## src/rtl/lcd_msg_scheduler.sv

```systemverilog
// Arbitrates the shared LCD controller between message codes and score updates.
// Define LCD_SCHED_RR_EN for round-robin arbitration on ties; otherwise messages win.
module lcd_msg_scheduler #(
    parameter int MSG_W        = 3,
    parameter int SCORE_W      = 8,
    parameter int HOLD_CYCLES  = 50,
    parameter int BUSY_TIMEOUT = 1000,
    parameter int CNT_W        = 16
) (
    input  logic               clk,
    input  logic               reset,
    input  logic               msg_req,
    input  logic [MSG_W-1:0]   msg_code,
    input  logic               score_req,
    input  logic [SCORE_W-1:0] score_val,
    input  logic               lcd_busy,
    output logic               lcd_start,
    output logic               lcd_sel,
    output logic [SCORE_W-1:0] lcd_data,
    output logic               grant_msg,
    output logic               grant_score,
    output logic               timeout_err
);

    localparam logic [CNT_W-1:0] HOLD_LAST = CNT_W'(HOLD_CYCLES - 1);
    localparam logic [CNT_W-1:0] BUSY_LAST = CNT_W'(BUSY_TIMEOUT - 1);

    typedef enum logic [2:0] {
        IDLE      = 3'd0,
        ISSUE     = 3'd1,
        WAIT_BUSY = 3'd2,
        WAIT_DONE = 3'd3,
        HOLD      = 3'd4
    } state_t;

    state_t             state, state_d;
    logic [CNT_W-1:0]   cnt, cnt_d;

    // Requests are registered on arrival, so lcd_start follows the sampling edge by two edges.
    logic               msg_req_q, score_req_q;
    logic [MSG_W-1:0]   msg_code_q;
    logic [SCORE_W-1:0] score_val_q;

    logic               msg_pend, score_pend;
    logic [MSG_W-1:0]   msg_hold;
    logic [SCORE_W-1:0] score_hold;

    logic               msg_wins;
    logic               pick_msg, pick_score;
    logic               timeout_set;

`ifdef LCD_SCHED_RR_EN
    logic last_score;

    always_ff @(posedge clk) begin
        if (reset)
            last_score <= 1'b1;
        else if (pick_msg || pick_score)
            last_score <= pick_score;
    end

    assign msg_wins = last_score;
`else
    assign msg_wins = 1'b1;
`endif

    always_comb begin
        state_d     = state;
        cnt_d       = cnt;
        pick_msg    = 1'b0;
        pick_score  = 1'b0;
        timeout_set = 1'b0;
        case (state)
            IDLE: begin
                if (msg_pend || score_pend) begin
                    if (msg_pend && (!score_pend || msg_wins))
                        pick_msg = 1'b1;
                    else
                        pick_score = 1'b1;
                    state_d = ISSUE;
                end
            end
            ISSUE: begin
                cnt_d   = '0;
                state_d = WAIT_BUSY;
            end
            WAIT_BUSY: begin
                if (lcd_busy) begin
                    state_d = WAIT_DONE;
                end else if (cnt == BUSY_LAST) begin
                    // Controller never acknowledged; drop this transfer without retry.
                    timeout_set = 1'b1;
                    state_d     = IDLE;
                end else begin
                    cnt_d = cnt + CNT_W'(1);
                end
            end
            WAIT_DONE: begin
                if (!lcd_busy) begin
                    cnt_d   = '0;
                    state_d = HOLD;
                end
            end
            HOLD: begin
                if (cnt == HOLD_LAST)
                    state_d = IDLE;
                else
                    cnt_d = cnt + CNT_W'(1);
            end
            default: state_d = IDLE;
        endcase
    end

    always_ff @(posedge clk) begin
        if (reset) begin
            state       <= IDLE;
            cnt         <= '0;
            msg_req_q   <= 1'b0;
            score_req_q <= 1'b0;
            msg_code_q  <= '0;
            score_val_q <= '0;
            msg_pend    <= 1'b0;
            score_pend  <= 1'b0;
            msg_hold    <= '0;
            score_hold  <= '0;
            lcd_start   <= 1'b0;
            lcd_sel     <= 1'b0;
            lcd_data    <= '0;
            grant_msg   <= 1'b0;
            grant_score <= 1'b0;
            timeout_err <= 1'b0;
        end else begin
            state       <= state_d;
            cnt         <= cnt_d;
            msg_req_q   <= msg_req;
            score_req_q <= score_req;
            if (msg_req)
                msg_code_q <= msg_code;
            if (score_req)
                score_val_q <= score_val;

            // A fresh request wins over the clear from a same-cycle grant.
            if (msg_req_q) begin
                msg_pend <= 1'b1;
                msg_hold <= msg_code_q;
            end else if (pick_msg) begin
                msg_pend <= 1'b0;
            end
            if (score_req_q) begin
                score_pend <= 1'b1;
                score_hold <= score_val_q;
            end else if (pick_score) begin
                score_pend <= 1'b0;
            end

            lcd_start   <= pick_msg || pick_score;
            grant_msg   <= pick_msg;
            grant_score <= pick_score;
            if (pick_msg) begin
                lcd_sel  <= 1'b0;
                lcd_data <= SCORE_W'(msg_hold);
            end else if (pick_score) begin
                lcd_sel  <= 1'b1;
                lcd_data <= score_hold;
            end
            if (timeout_set)
                timeout_err <= 1'b1;
        end
    end

endmodule

```

## config.mk

```make
export PLATFORM = sky130hd
export DESIGN_NAME = lcd_msg_scheduler
export DESIGN_NICKNAME = d
export VERILOG_FILES = /design/src/rtl/lcd_msg_scheduler.sv
export SDC_FILE = /design/constraint.sdc
export NUM_CORES = 1
export LEC_CHECK = 0
export BUFFER_PORTS_ARGS = -buffer_cell sky130_fd_sc_hd__buf_2
export CORE_ASPECT_RATIO = 1.75
export CORE_MARGIN = 8
export CORE_UTILIZATION = 30
export DETAILED_ROUTE_END_ITERATION = 10
export PLACE_DENSITY = 0.49
export REMOVE_ABC_BUFFERS = 1
export SYNTH_ARGS = -nofsm -noshare
export SYNTH_HDL_FRONTEND = slang
export SYNTH_SLANG_ARGS = --single-unit
```

## constraint.sdc

```tcl
create_clock -name clk -period 1.6 [get_ports clk]
set_input_delay 0.48 -clock clk [delete_from_list [all_inputs] [get_ports clk]]
set_output_delay 0.48 -clock clk [all_outputs]
set_load 0.05 [all_outputs]
```

==> flow_summary.yaml, run 1 <==
power:
  ir_drop_mv: 0.718
  power.density_nw_per_um2: 1150
  p_leak_nw: 1.52
setup_path:
  critPathLaunchType: "flip-flop"
  cp_cell_sequence: "ha_4 -> and3b_1 -> and4_4 -> or3_4 -> buf_12 -> nand3b_4 -> a31oi_2"
  cp.arrival_ps: 1970
  cpPeakStageDelay_ps: 410
  crit_fanout: 7
  worstSetupEndpointType: "flip-flop"
  critPathSlowestCell: "or3_4"
  crit_type: "reg -> reg"
  worstPathRequired_ps: 1800
detailed_routing:
  vias: 2188
  totalWireLength_um: 6510
  drt.antenna.violating_nets: 0
  drc: 0
  wl_per_cell_um: 14.8
  drtIter0Drc: 107
  vias_per_cell: 4.98
  first_pass_iters: 5
yosys:
  synth_cell_types: 42
  synth_seq_cells: 58
  netlist_area_um2: 2470
  syn_avg_cell_area_um2: 9.48
  yosysSeqAreaShare: 0.469
  netlist_instances: 261
  yosysWarnings: 0
clock_tree:
  clk_pin_slew_worst_paths_ps: 50
  cts_hold_buf: 0
  cts.sinks: 58
  insertion_delay_ps: 320
  clockBufferDepth: 2
  root_buffer: "clkbuf_16"
  htree_levels: 3
  cts_tree: "built"
  cts_made_buffers: 9
final_layout:
  nets: 361
  area_growth_pct: 44.0
  drive_gt1_frac: 0.369
  fin_util: 0.438
  final_cell_area_um2: 3560
  regArea_um2: 1170
  diodes: 0
  fillCellCount: 813
  multi_input_area_um2: 1320
global_routing:
  grt_overflow: 0
  grt_max_degree: 17
  grt_pass1_wl_um: 10600
  gr-usage-all-layers: 0.119
  grt_antenna_before_repair: 0
  grt_pass1_vias: 2244
timing:
  tns_ps: -2290
  hold_ws_ps: 391
  finalSetupViolations: 16
  fmax_ghz: 0.566
  worst_slack_ps: -167
  period_needed_ps: 1770
  finalHoldViolations: 0
  drv_slew: 0
  fin_worst_skew_ps: 5.05
  period_share: 1.10
  worstMarginPinSlew_ps: 506
  grt_setup_unrepaired: "true"
  max_slew_margin: 0.662
place:
  dp_hpwl_um: 4740
  port_buffers: 28
  gp_congestion: 0.811
  placement.cell_area_um2: 3040
status:
  status: "finished with violations"
  violations: "negative setup slack"
floorplan:
  ios: 29
  core_area_um2: 8150
  dieWidth_um: 84.7
  die_y_um: 136
  rows: 44
  start_util: 0.304
  die-area_um2: 11500
run:
  drv_cap: 0
worst_hold_path:
  min_path_type: "in -> reg"
final cells by class:
class / count / area share
clock buffer: 11 / 0.0709
clock inverter: 4 / 0.0211
inverter: 5 / 0.00527
multi-input combinational: 183 / 0.369
sequential: 58 / 0.330
tap: 92 / 0.0323
timing repair buffer: 86 / 0.172
through the flow:
stage / instances / total power, W / worst slack [ps]
5_1_grt: 439 / 0.00425 / -269
3_5_place_dp: 416 / 0.00197 / -229
2_1_floorplan: 245 / 0.00179 / -296
4_1_cts: 439 / 0.00415 / -171
3_3_place_gp: 416 / 0.00196 / -219
6_report: 439 / 0.00409 / -167
logic make-up after synthesis:
kind of cell	after synthesis	share of synthesized area
compound gates	44	0.124
xor+xnor	1	0.00354
fa+ha+maj	2	0.0101
buf+inv	21	0.0435
flops	58	0.469
mux	30	0.121
simple gates	105	0.229
synth_stat cells:
cell | count | area, um^2
nand3_1 | 6 | 30.0
o21ai_1 | 1 | 5.00
nand2b_1 | 3 | 18.8
or3_1 | 7 | 43.8
and4_4 | 1 | 11.3
a41oi_1 | 5 | 43.8
nand3b_4 | 1 | 20.0
nor4b_2 | 1 | 15.0
buf_4 | 1 | 7.51
dfxtp_1 | 58 | 1160
or2_2 | 1 | 6.26
nand2_1 | 12 | 45.0
a311o_1 | 1 | 10.0
ha_1 | 2 | 25.0
nor2_1 | 43 | 161
a211o_1 | 1 | 8.76
nor3_1 | 3 | 15.0
a211oi_1 | 5 | 37.5
nand3b_1 | 1 | 7.51
a21oi_1 | 12 | 60.1
o21ai_0 | 3 | 15.0
and3_1 | 2 | 12.5
o2bb2ai_1 | 1 | 8.76
mux2i_1 | 30 | 300
or3_4 | 1 | 11.3
and2_1 | 1 | 6.26
and3b_1 | 3 | 26.3
xor2_1 | 1 | 8.76
nor4_1 | 3 | 18.8
nand4_1 | 5 | 31.3
a31oi_4 | 1 | 21.3
buf_6 | 3 | 33.8
clkbuf_1 | 10 | 37.5
inv_1 | 5 | 18.8
and4_1 | 2 | 17.5
nor3b_1 | 1 | 7.51
o211ai_2 | 1 | 12.5
nor2b_1 | 4 | 25.0
a31oi_1 | 12 | 75.1
nor4b_1 | 4 | 35.0
buf_2 | 2 | 10.0
a32oi_1 | 1 | 8.76
worst max-delay path: cells and delay by family, from the launching register on:
family                     cells  cell delay [ps]
AOI/OAI and AO/OA              1              100
adders and majority gates      1              160
buffers and inverters          1              150
DFF                            1              360
and+or+nand+nor                4              870
power by group:
| part | internal (W) | total (W) | switching (W) |
|---|---|---|---|
| sequential | 0.00150 | 0.00154 | 0.0000402 |
| combinational | 0.000197 | 0.000442 | 0.000245 |
| clock | 0.00144 | 0.00211 | 0.000669 |
sequential cells by signal (all words and copies together) (netlist names), 3 cells and up:
name         flops
msg_hold         3
msg_code_q       3
lcd_data         8
state            3
score_val_q      8
cnt             16
score_hold       8
worst paths after layout:
kind,from,end,slack [ps],depth (start not counted)
max,cnt[0]$_SDFFE_PP0P_,cnt[9]$_SDFFE_PP0P_,-170,7
min,score_val[1],score_val_q[1]$_SDFFE_PP0P_,390,3
max reg2reg,cnt[0]$_SDFFE_PP0P_,cnt[9]$_SDFFE_PP0P_,-170,7
min reg2reg,lcd_sel$_SDFFE_PP0P_,lcd_sel$_SDFFE_PP0P_,450,2
what timing repair did:
action | CTS | global route
pin swaps | 23 | 9
setup buffers | 7 | 0
resized for setup | 19 | 7
gates cloned | 1 | 0
setup endpoints to repair | 23 | 20
cells in the final DEF (no fill, tap or decap), types with 3 or more instances in the layout:
master	Yosys	final
a211oi_1	5	4
a21oi_1	12	11
a31oi_1	12	11
a41oi_1	5	4
and3b_1	3	3
buf_12	0	3
buf_2	2	28
buf_4	1	55
clkbuf_16	0	9
dfxtp_1	58	51
dfxtp_2	0	5
inv_1	5	4
mux2i_1	30	30
nand2_1	12	12
nand2b_1	3	3
nand3_1	6	6
nand4_1	5	5
nor2_1	43	43
nor2b_1	4	4
nor4b_1	4	3
o21ai_0	3	3
or3_1	7	6
layer usage:
| layer | part of all wire | global-route usage |
|---|---|---|
| met5 | 0 | 0 |
| met1 | 0.38 | 0.108 |
| met4 | 0.042 | 0.0947 |
| met2 | 0.55 | 0.218 |
| met3 | 0.023 | 0.0333 |
Note: power is estimated with default switching activity, not from simulation.
==> run 2: changes to the inputs <==
--- a/config.mk
+++ b/config.mk
@@ -10,7 +10,7 @@
 export CORE_MARGIN = 8
 export CORE_UTILIZATION = 30
 export DETAILED_ROUTE_END_ITERATION = 10
-export PLACE_DENSITY = 0.49
+export HOLD_SLACK_MARGIN = 0.12
 export REMOVE_ABC_BUFFERS = 1
 export SYNTH_ARGS = -nofsm -noshare
 export SYNTH_HDL_FRONTEND = slang
==> run 2 against run 1 <==
The flow still finishes with violations (negative setup slack). Final area is 1.9% lower. First-iteration DRC count is 7.5% lower. Global-route usage fell by 0.32 points. Clock-buffer cell count did not move. Die area did not move. Clock skew shrank 0.90 ps. Worst hold slack gained 1.6 ps. Sequential share of layout area up 0.54 points. Fmax shrank 3.3%. Power decreased by 2.0%. Largest cell class unchanged. Core utilization shrank 0.84 points. Critical path depth rose by 2.
==> flow_summary.yaml, run 2 (same netlist as run 1, synthesis figures left out) <==
setup_path:
  crit_fanout: 3
  cp.arrival_ps: 2030
  crit_type: "reg -> reg"
  critPathLaunchType: "flip-flop"
  worstSetupEndpointType: "flip-flop"
  worstPathRequired_ps: 1810
power:
  power.switching_w: 0.000923
  swShare: 0.231
  p_seq_frac: 0.385
  p_leak_nw: 1.48
  p_int_w: 0.00308
  ir_drop_mv: 0.721
  p_clk_frac: 0.508
  power_frac_comb: 0.107
  power.density_nw_per_um2: 1150
final_layout:
  layout_commonest_cell: "dfxtp_1"
  drive_gt1_frac: 0.338
  regArea_um2: 1170
  fin_util: 0.429
  largest-register: "cnt"
  area_growth_pct: 41.3
  nets: 353
  final_cell_mix: "dfxtp_1, buf_4, nor2_1"
  multi_input_area_um2: 1310
  final_cell_area_um2: 3500
  fillCellCount: 781
  diodes: 0
  final_cells: 432
  largest_reg_flops: 16
timing:
  fmax_ghz: 0.547
  finalHoldViolations: 0
  max_slew_margin: 0.654
  finalSetupViolations: 16
  tns_ps: -2650
  drv_slew: 0
  worst_slack_ps: -227
  period_needed_ps: 1830
  fin_worst_skew_ps: 4.15
  period_share: 1.14
  grt_setup_unrepaired: "true"
  worstMarginPinSlew_ps: 518
place:
  dp_hpwl_um: 4460
  dp_cells: 410
  gp_congestion: 0.838
  placement.cell_area_um2: 3000
  port_buffers: 28
detailed_routing:
  wl_per_cell_um: 14.9
  drc: 0
  totalWireLength_um: 6420
  first_pass_iters: 4
  drtIter0Drc: 99
  vias: 2190
  drt.antenna.violating_nets: 0
  vias_per_cell: 5.07
clock_tree:
  clockBufferDepth: 2
  cts_made_buffers: 9
  cts_hold_buf: 0
  htree_levels: 3
  cts.sinks: 58
  root_buffer: "clkbuf_16"
  insertion_delay_ps: 320
  cts_tree: "built"
  clk_pin_slew_worst_paths_ps: 50
global_routing:
  grt_pass1_wl_um: 10600
  grt_max_degree: 34
  grt_antenna_before_repair: 0
  grt_overflow: 0
  gr-usage-all-layers: 0.116
  grt_pass1_vias: 2211
status:
  violations: "negative setup slack"
  status: "finished with violations"
floorplan:
  core_area_um2: 8150
  start_util: 0.304
  rows: 44
  ios: 29
  dieWidth_um: 84.7
  die_y_um: 136
  die-area_um2: 11500
worst_hold_path:
  min_path_type: "in -> reg"
run:
  drv_cap: 0
## run 2: final timing paths
kind | from | endpoint | slack, ps | cells after the start
worst max register to register | cnt[1]$_SDFFE_PP0P_ | cnt[8]$_SDFFE_PP0P_ | -230 | 9
worst min register to register | lcd_sel$_SDFFE_PP0P_ | lcd_sel$_SDFFE_PP0P_ | 450 | 2
worst max-delay path | cnt[1]$_SDFFE_PP0P_ | cnt[8]$_SDFFE_PP0P_ | -230 | 9
worst min-delay path | score_val[6] | score_val_q[6]$_SDFFE_PP0P_ | 390 | 3
## run 2: critical path, cell delays in order, from the launching register on
cell and delay (ps):
dfxtp_4 360, inv_2 60, ha_4 120, nor4b_4 220
nand4_1 160, buf_6 160, a31oi_4 140, buf_4 150
a211oi_2 70, a311o_1 270
## run 2: stage by stage
| step | setup WS (ps) | hold slack [ps] | total power (W) |
|---|---|---|---|
| 3_5_place_dp | -206 | 449 | 0.00196 |
| 2_1_floorplan | -296 | 439 | 0.00179 |
| 4_1_cts | -143 | 382 | 0.00404 |
| 6_report | -227 | 392 | 0.00400 |
| 3_3_place_gp | -167 | 434 | 0.00195 |
| 5_1_grt | -295 | 384 | 0.00415 |
## run 2: final cells by class
type                       count  share of cell area
tap                           92              0.0329
timing repair buffer          78               0.160
multi-input combinational    183               0.375
inverter                       5             0.00537
sequential                    58               0.335
clock buffer                  11              0.0694
clock inverter                 5              0.0222
## run 2: metal layers
layer / wire length (um) / up-vias / GRT usage
li1: - / 1094 / -
met1: 2460 / 1033 / 0.114
met2: 3580 / 48 / 0.214
met3: 209 / 15 / 0.0285
met4: 173 / 0 / 0.0708
met5: 0 / - / 0
## run 2: power groups by stage
stage                     logic, W  registers [W]  clock network (W)
after floorplan           0.000167        0.00162                  0
after global placement    0.000385        0.00157                  0
after detailed placement  0.000389        0.00157                  0
after CTS                 0.000418        0.00154            0.00208
after global routing      0.000468        0.00155            0.00214
final                     0.000429        0.00154            0.00203
## run 2: what timing repair did
item                                    CTS  global route
hold endpoints to repair                  0             0
endpoints found under the setup margin   16            21
cloned                                    1             0
resized for setup                         9            14
buffers inserted                          5             0
pin swaps                                17             3
